<file path="config.mk">
export PLATFORM = sky130hd
export DESIGN_NAME = tt_sweep_ctrl
export DESIGN_NICKNAME = d
export VERILOG_FILES = /design/src/rtl/tt_sweep_pkg.sv /design/src/rtl/tt_crc32_acc.sv /design/src/rtl/tt_sweep_ctrl.sv
export SDC_FILE = /design/constraint.sdc
export NUM_CORES = 1
export LEC_CHECK = 0
export BUFFER_PORTS_ARGS = -buffer_cell sky130_fd_sc_hd__buf_2
export CAP_MARGIN = 0
export CORE_ASPECT_RATIO = 1.5
export CORE_UTILIZATION = 50
export DETAILED_ROUTE_END_ITERATION = 6
export PLACE_DENSITY_LB_ADDON = 0.25
export SYNTH_ARGS = -nofsm -noshare
export SYNTH_HDL_FRONTEND = slang
export SYNTH_SLANG_ARGS = --single-unit
export TNS_END_PERCENT = 30
</file>
<file path="constraint.sdc">
create_clock -name clk -period 2.4 [get_ports clk]
set_input_delay 0.48 -clock clk [delete_from_list [all_inputs] [get_ports clk]]
set_output_delay 0.48 -clock clk [all_outputs]
set_load 0.02 [all_outputs]
</file>
<file path="src/rtl/tt_sweep_pkg.sv">
// Shared types and CRC-32 constants for the truth-table sweep controller.
package tt_sweep_pkg;

    typedef enum logic [2:0] {
        IDLE,
        DRIVE,
        SAMPLE,
        EMIT,
        DONE
    } state_t;

    localparam logic [31:0] CRC32_POLY   = 32'h04C1_1DB7;
    localparam logic [31:0] CRC32_INIT   = 32'hFFFF_FFFF;
    localparam logic [31:0] CRC32_XOROUT = 32'hFFFF_FFFF;

endpackage

</file>
<file path="src/rtl/tt_crc32_acc.sv">
// One-cycle WORD_W-bit CRC-32 update, MSB first, with clear and enable.
module tt_crc32_acc
    import tt_sweep_pkg::*;
#(
    parameter int WORD_W = 32
) (
    input  logic              clk,
    input  logic              rst,
    input  logic              clr,
    input  logic              en,
    input  logic [WORD_W-1:0] data,
    output logic [31:0]       crc,
    output logic [31:0]       crc_next
);

    always_comb begin
        crc_next = crc;
        for (int i = WORD_W - 1; i >= 0; i--) begin
            if (crc_next[31] ^ data[i])
                crc_next = {crc_next[30:0], 1'b0} ^ CRC32_POLY;
            else
                crc_next = {crc_next[30:0], 1'b0};
        end
    end

    always_ff @(posedge clk or posedge rst) begin
        if (rst)
            crc <= CRC32_INIT;
        else if (clr)
            crc <= CRC32_INIT;
        else if (en)
            crc <= crc_next;
    end

endmodule

</file>
<file path="src/rtl/tt_sweep_ctrl.sv">
// Exhaustive input sweep and truth-table streamer for a small combinational block.
// Optional CRC-32 signature of the stream when TT_SWEEP_CRC_EN is defined.
module tt_sweep_ctrl
    import tt_sweep_pkg::*;
#(
    parameter int N_IN   = 7,
    parameter int N_OUT  = 2,
    parameter int WORD_W = 32,
    parameter int SETTLE = 1,
    localparam int LW = $clog2(WORD_W),
    localparam int OW = (N_OUT > 1) ? $clog2(N_OUT) : 1,
    localparam int SW = (SETTLE > 1) ? $clog2(SETTLE) : 1
) (
    input  logic              clk,
    input  logic              rst,
    input  logic              start,
    input  logic              abort,
    output logic [N_IN-1:0]   dut_x,
    input  logic [N_OUT-1:0]  dut_f,
    output logic              busy,
    output logic              done,
    output logic              tt_valid,
    input  logic              tt_ready,
    output logic [WORD_W-1:0] tt_word,
    output logic [OW-1:0]     tt_out_idx,
    output logic [N_IN-LW-1:0] tt_word_idx,
    output logic [31:0]       sig
);

    localparam logic [N_IN-1:0] VONE = 1;
    localparam logic [SW-1:0]   CONE = 1;
    localparam logic [SW-1:0]   CLAST = SW'(SETTLE - 1);
    localparam logic [OW-1:0]   OONE = 1;
    localparam logic [OW-1:0]   OLAST = OW'(N_OUT - 1);

    state_t            state;
    state_t            nxt;
    logic [N_IN-1:0]   vec;
    logic [SW-1:0]     cnt;
    logic [OW-1:0]     out_idx;
    logic [WORD_W-1:0] packer [N_OUT];
    logic              done_q;

    logic hs;
    logic last_out;
    logic last_vec;
    logic blk_end;
    logic settled;
    logic kill;

    assign hs       = (state == EMIT) && tt_ready;
    assign last_out = (out_idx == OLAST);
    assign last_vec = (vec == '1);
    assign blk_end  = (vec[LW-1:0] == '1);
    assign settled  = (cnt == CLAST);
    assign kill     = abort && (state != IDLE);

    always_comb begin
        nxt = state;
        unique case (state)
            IDLE:    if (start) nxt = DRIVE;
            DRIVE:   if (settled) nxt = SAMPLE;
            SAMPLE:  nxt = blk_end ? EMIT : DRIVE;
            EMIT:    if (hs && last_out) nxt = last_vec ? DONE : DRIVE;
            DONE:    nxt = IDLE;
            default: nxt = IDLE;
        endcase
        if (kill)
            nxt = IDLE;
    end

    always_ff @(posedge clk or posedge rst) begin
        if (rst) begin
            state   <= IDLE;
            vec     <= '0;
            cnt     <= '0;
            out_idx <= '0;
            done_q  <= 1'b0;
            for (int k = 0; k < N_OUT; k++)
                packer[k] <= '0;
        end else begin
            state  <= nxt;
            // done is the registered image of the DONE state
            done_q <= (state == DONE) && !abort;
            unique case (state)
                IDLE: begin
                    if (start) begin
                        vec     <= '0;
                        cnt     <= '0;
                        out_idx <= '0;
                    end
                end
                DRIVE: cnt <= settled ? '0 : cnt + CONE;
                SAMPLE: begin
                    for (int k = 0; k < N_OUT; k++)
                        packer[k][vec[LW-1:0]] <= dut_f[k];
                    if (blk_end)
                        out_idx <= '0;
                    else
                        vec <= vec + VONE;
                end
                EMIT: begin
                    if (hs) begin
                        out_idx <= last_out ? '0 : out_idx + OONE;
                        if (last_out && !last_vec)
                            vec <= vec + VONE;
                    end
                end
                default: ;
            endcase
            if (kill) begin
                cnt     <= '0;
                out_idx <= '0;
                for (int k = 0; k < N_OUT; k++)
                    packer[k] <= '0;
            end
        end
    end

    assign dut_x       = vec;
    assign busy        = (state != IDLE);
    assign done        = done_q;
    assign tt_valid    = (state == EMIT);
    assign tt_word     = packer[out_idx];
    assign tt_out_idx  = out_idx;
    assign tt_word_idx = vec[N_IN-1:LW];

`ifdef TT_SWEEP_CRC_EN
    logic [31:0] crc;
    logic [31:0] crc_next;
    logic [31:0] sig_q;

    tt_crc32_acc #(.WORD_W(WORD_W)) u_crc (
        .clk      (clk),
        .rst      (rst),
        .clr      (start && (state == IDLE)),
        .en       (hs && !abort),
        .data     (tt_word),
        .crc      (crc),
        .crc_next (crc_next)
    );

    always_ff @(posedge clk or posedge rst) begin
        if (rst)
            sig_q <= '0;
        else if (start && (state == IDLE))
            sig_q <= '0;
        else if (hs && last_out && last_vec && !abort)
            sig_q <= crc_next ^ CRC32_XOROUT;
    end

    assign sig = sig_q;
`else
    assign sig = '0;
`endif

endmodule

</file>
; ---- Word-level counts from Yosys, hierarchy flattened
; Cells that the tools add are included.
[totals]
inputBits = 7
reg_bits = 77
out_inout_bits = 77
word_cells = 77
[classes]
add_sub_neg = 3
n_bitwise = 1
eq_ne = 15
n_lt_le_gt_ge = 3
reduce_logical = 18
muxes = 30
[ops]
columns = cell, n
row1 = 64-bit two-way mux, 2
row2 = 32-bit two-way mux, 3
row3 = 32-bit bitwise mux, 2
row4 = 7-bit two-way mux, 4
row5 = 7-bit one-hot mux with 3 select lines, 1
row6 = 3-bit two-way mux, 5
row7 = 3-bit one-hot mux with 4 select lines, 1
row8 = 3-bit != test (second input constant), 3
row9 = 3-bit nonzero test, 3
row10 = 1-bit two-way mux, 8
row11 = 7-bit by 1-bit adder with 7-bit output (second input constant), 1
row12 = 7-bit == test (second input constant), 1
row13 = 3-bit by 2-bit == test with 1-bit output (second input constant), 2
row14 = 1-bit logical AND, 6
row15 = 5-bit by 6-bit < comparator with 1-bit output (second input constant), 1
row16 = 3-bit by 1-bit != test with 1-bit output (second input constant), 2
row17 = 1-bit demux with 5-bit select, 1
row18 = 5-bit == test (second input constant), 1
row19 = 5-bit by 1-bit >= comparator with 1-bit output (second input constant), 1
row20 = 5-bit AND reduction, 1
row21 = 2-bit by 1-bit != test with 1-bit output (second input constant), 2
row22 = 2-bit != test (second input constant), 2
row23 = 4-bit AND reduction, 1
row24 = 4-bit nonzero test, 1
row25 = other kinds (13), 15

; ---- Logic depth before layout (Yosys ltp)
[depth]
word_depth = 7
ltp_mapped = 8
ltp_nobuf = 8

; ---- Worst setup path after synthesis
; OpenSTA, ideal clock, no wires.
[synth_path]
kind = reg-to-reg
startpoint = register vec[0] (netlist: dut_x[0])
endpoint = register vec[5] (netlist: dut_x[5])
arrival_time_ps = 2253
synth_period_minus_slack_ps = 2345
path_slack_ps = 55
setup_time_ps = 92
required_time_ps = 2308
stages_incl_launch_ff = 9
n_path_buf = 0
path_cell_list = dfrtp_1 > ha_1 > and3_1 > ha_1 > or2_2 > a21oi_2 > o22ai_4 > or2_4 > o31ai_2
[synth_via]
elab_chain_cells = 5
elab_cells_between_ends = 12
classes_between = add/sub: 1 / eq/ne: 4 / mux: 4 / reduce/logical: 3
[synth_rtl]
columns = item, line
row1 = start: declaration, tt_sweep_ctrl.sv:38  ; logic [N_IN-1:0] vec;
row2 = start signal: assignment, tt_sweep_ctrl.sv:100  ; vec <= vec + VONE;
row3 = start signal: assignment, tt_sweep_ctrl.sv:106  ; vec <= vec + VONE;
row4 = "parallel branches: the longest is 5 deep, another holds 7-bit by 1-bit adder with 7-bit output", n/a
; Several ways; the timed one is not identified. The select of a mux whose other input is x is not followed.
; A chain may end at the register's enable or synchronous reset.

; ---- Worst setup path after layout
[layout_path]
startpoint = register vec[0] (netlist: dut_x[0])
endpoint = register vec[3] (netlist: dut_x[3])
; The elaborated chain is that of the path after synthesis.

==> impl_metrics.ini <==
[run]
maxCapViolCount = 0

[global_routing]
groute.usage.overall = 0.225
gr-total-overflow = 0
antenna_found_initial = 0
grt_pass1_vias = 3283
grt_max_degree = 36
grt_pass1_wl_um = 15500

[clocking]
hold_buffers = 0
ctsResizeCount = 0
path_clk_slew_ns = 0.06
clockRootBuffer = clkbuf_16
clockBufferDepth = 2
cts_sinks = 76
cts_setup_buffers = 0
cts_buffers = 9
clock_latency_ns = 0.34
htree_levels = 3
cts_tree = yes

[setup_path]
timing.rr.end = dut_x[3]$_DFFE_PP0P_
critPathLaunchType = flip-flop
critPathMaxFanout = 10
cp_slowest_cell = dfrtp_1
cp_common_cell = ha_1
crit_buf_inv = 0
r2r_setup_slack_ns = 0.20
worstPathRequired_ns = 2.64
worstSetupPathType = reg -> reg
critPathTopFamily = simple AND/OR/NAND/NOR gates
worst_setup_path_end_kind = flip-flop
r2r_start = dut_x[0]$_DFFE_PP0P_
crit_chain = ha_1 > and3_1 > ha_1 > or2_2 > a21oi_2 > o22ai_4 > or2_4 > o31ai_2
cpPeakStageDelay_ns = 0.38
worst-r2r-cell-count = 8
arrival_ns = 2.44

[logic_synthesis]
yosysWarnings = 0
synth_edf_count = 0
synthesis.area_um2 = 4320
postSynthCellCount = 480
ys.flop_type = dfrtp_1
synth-seq-cells = 76
yosysSeqAreaShare = 0.441
synth_area_leaders = dfrtp_1, mux2_2, nand2_1
syn_avg_cell_area_um2 = 8.99
yosysTopAreaCellShare = 0.441
yosysTopAreaCell = dfrtp_1
synthDistinctLibCells = 41
synthArstFlopShare = 1.00

[final_layout]
fin_nets = 532
drive_above_1_share = 0.244
n_antenna_cell = 0
syn_to_final_growth_pct = 11.5
final_cell_mix = nand2_1, dfrtp_1, a21oi_1
final_common_cell = nand2_1
post-route-util = 0.572

[placed_design]
gp_routability_congestion = 0.790
dpl.hpwl_um = 6300
port_buffers = 51

[timing]
period_minus_slack_ns = 2.20
final-setup-viol-count = 0
finalCritPeriodShare = 0.916
tns_ns = 0
timing.fmax_mhz = 455
slew_headroom = 0.509
final_max_slew_viol_count = 0
hold_violations = 0
rsz0062_at_grt = false
worst_pin_slew_ns = 0.737
skew_ns = 0.00551

[floorplan]
dieArea_um2 = 9020
die_w_um = 77.9
row_count = 41
core_area_um2 = 8410
start_util = 0.513
die_h_um = 116
ioPinCount = 84

[detailed_routing]
vias = 3377
wire_per_inst_um = 14.8
wirelength_um = 9360
drc_errors = 0
wl_met1_um = 4040
wl_met2_um = 4890
dr.pass1.iters = 4
routed.top_layer = met4
dr.first_iter.drc_count = 182
viasPerCell = 5.35
met3_length_um = 279
ant_nets = 0

[power]
p_leak_nw = 2.31
power_density_nw_per_um2 = 655
ir_worst_vdd_mv = 0.412

[worst_hold_path]
min-delay-path-class = in -> async

[status]
status = finished clean
## state kept, by name (all words and copies together) (netlist names)
| signal | count |
|---|---|
| done | 1 |
| tt_out_idx | 1 |
| dut_x | 7 |
| packer | 64 |
| state | 3 |
## worst max path at each step
| stage | from | end | slack (ns) | depth (start not counted) |
|---|---|---|---|---|
| final | dut_x[0]$_DFFE_PP0P_ | dut_x[3]$_DFFE_PP0P_ | 0.20 | 8 |
| after global routing | dut_x[0]$_DFFE_PP0P_ | dut_x[3]$_DFFE_PP0P_ | 0.13 | 8 |
| after CTS | dut_x[0]$_DFFE_PP0P_ | dut_x[3]$_DFFE_PP0P_ | 0.19 | 8 |
| after detailed placement | dut_x[0]$_DFFE_PP0P_ | dut_x[3]$_DFFE_PP0P_ | 0.21 | 8 |
| after global placement | dut_x[0]$_DFFE_PP0P_ | dut_x[5]$_DFFE_PP0P_ | 0.27 | 8 |
| after floorplan | dut_x[0]$_DFFE_PP0P_ | dut_x[5]$_DFFE_PP0P_ | 0.06 | 8 |
## cell usage after synthesis, types with 5 or more instances
| master | instances |
|---|---|
| nor2_1 | 29 |
| mux2_2 | 32 |
| ha_1 | 5 |
| mux2i_1 | 10 |
| a21oi_1 | 57 |
| inv_1 | 5 |
| nand3_1 | 29 |
| buf_6 | 6 |
| buf_2 | 8 |
| dfrtp_1 | 76 |
| nand2_1 | 82 |
| buf_4 | 40 |
| o21ai_0 | 42 |
| and2_1 | 6 |
| clkbuf_1 | 13 |
## worst reg2reg max path: stages (launching register included)
cell     delay, ns
dfrtp_1       0.38
ha_1          0.21
and3_1        0.19
ha_1          0.20
or2_2         0.31
a21oi_2       0.19
o22ai_4       0.13
or2_4         0.28
o31ai_2       0.21
## through the flow
| stage | setup WS [ns] | total power [mW] | cell area [um^2] | instances | hold slack, ns |
|---|---|---|---|---|---|
| floorplan | 0.0551 | 1.76 | 4440 | 511 | 0.480 |
| global route | 0.128 | 3.27 | 4810 | 631 | 0.232 |
| global placement | 0.269 | 1.81 | 4510 | 616 | 0.500 |
| finish | 0.202 | 3.15 | 4810 | 631 | 0.191 |
| detailed placement | 0.212 | 1.81 | 4510 | 616 | 0.509 |
| CTS | 0.189 | 3.18 | 4810 | 631 | 0.195 |
## area by class of cell
cell class | count | area, um^2
clock buffer | 11 | 253
tap | 107 | 134
multi-input combinational | 360 | 2050
inverter | 5 | 22.5
sequential | 76 | 1900
clock inverter | 4 | 48.8
timing repair buffer | 68 | 408
fill | 781 | 3600
## kinds of logic (layout without fill, tap and decap cells)
| kind of cell | after synthesis | after routing | share of synthesized area |
|---|---|---|---|
| DFF | 76 | 76 | 0.441 |
| AOI/OAI and AO/OA | 110 | 110 | 0.141 |
| other | 1 | 32 | 0.000869 |
| muxes | 42 | 42 | 0.107 |
| adders and majority gates | 5 | 5 | 0.0145 |
| and+or+nand+nor | 171 | 171 | 0.183 |
| buffers and inverters | 75 | 88 | 0.113 |
## power by group
group          switching (mW)  internal (mW)  total (mW)  leakage (nW)
Combinational           0.316          0.132       0.448          1.10
Sequential             0.0321           1.31        1.34          1.06
Clock                   0.511          0.853        1.36         0.151
## metal layers
metal / global-route usage / vias to the layer above
li1: - / 1643
met1: 0.267 / 1647
met2: 0.402 / 74
met3: 0.0378 / 13
met4: 0.0918 / 0
met5: 0 / -
Note: power is estimated with default switching activity, not from simulation.
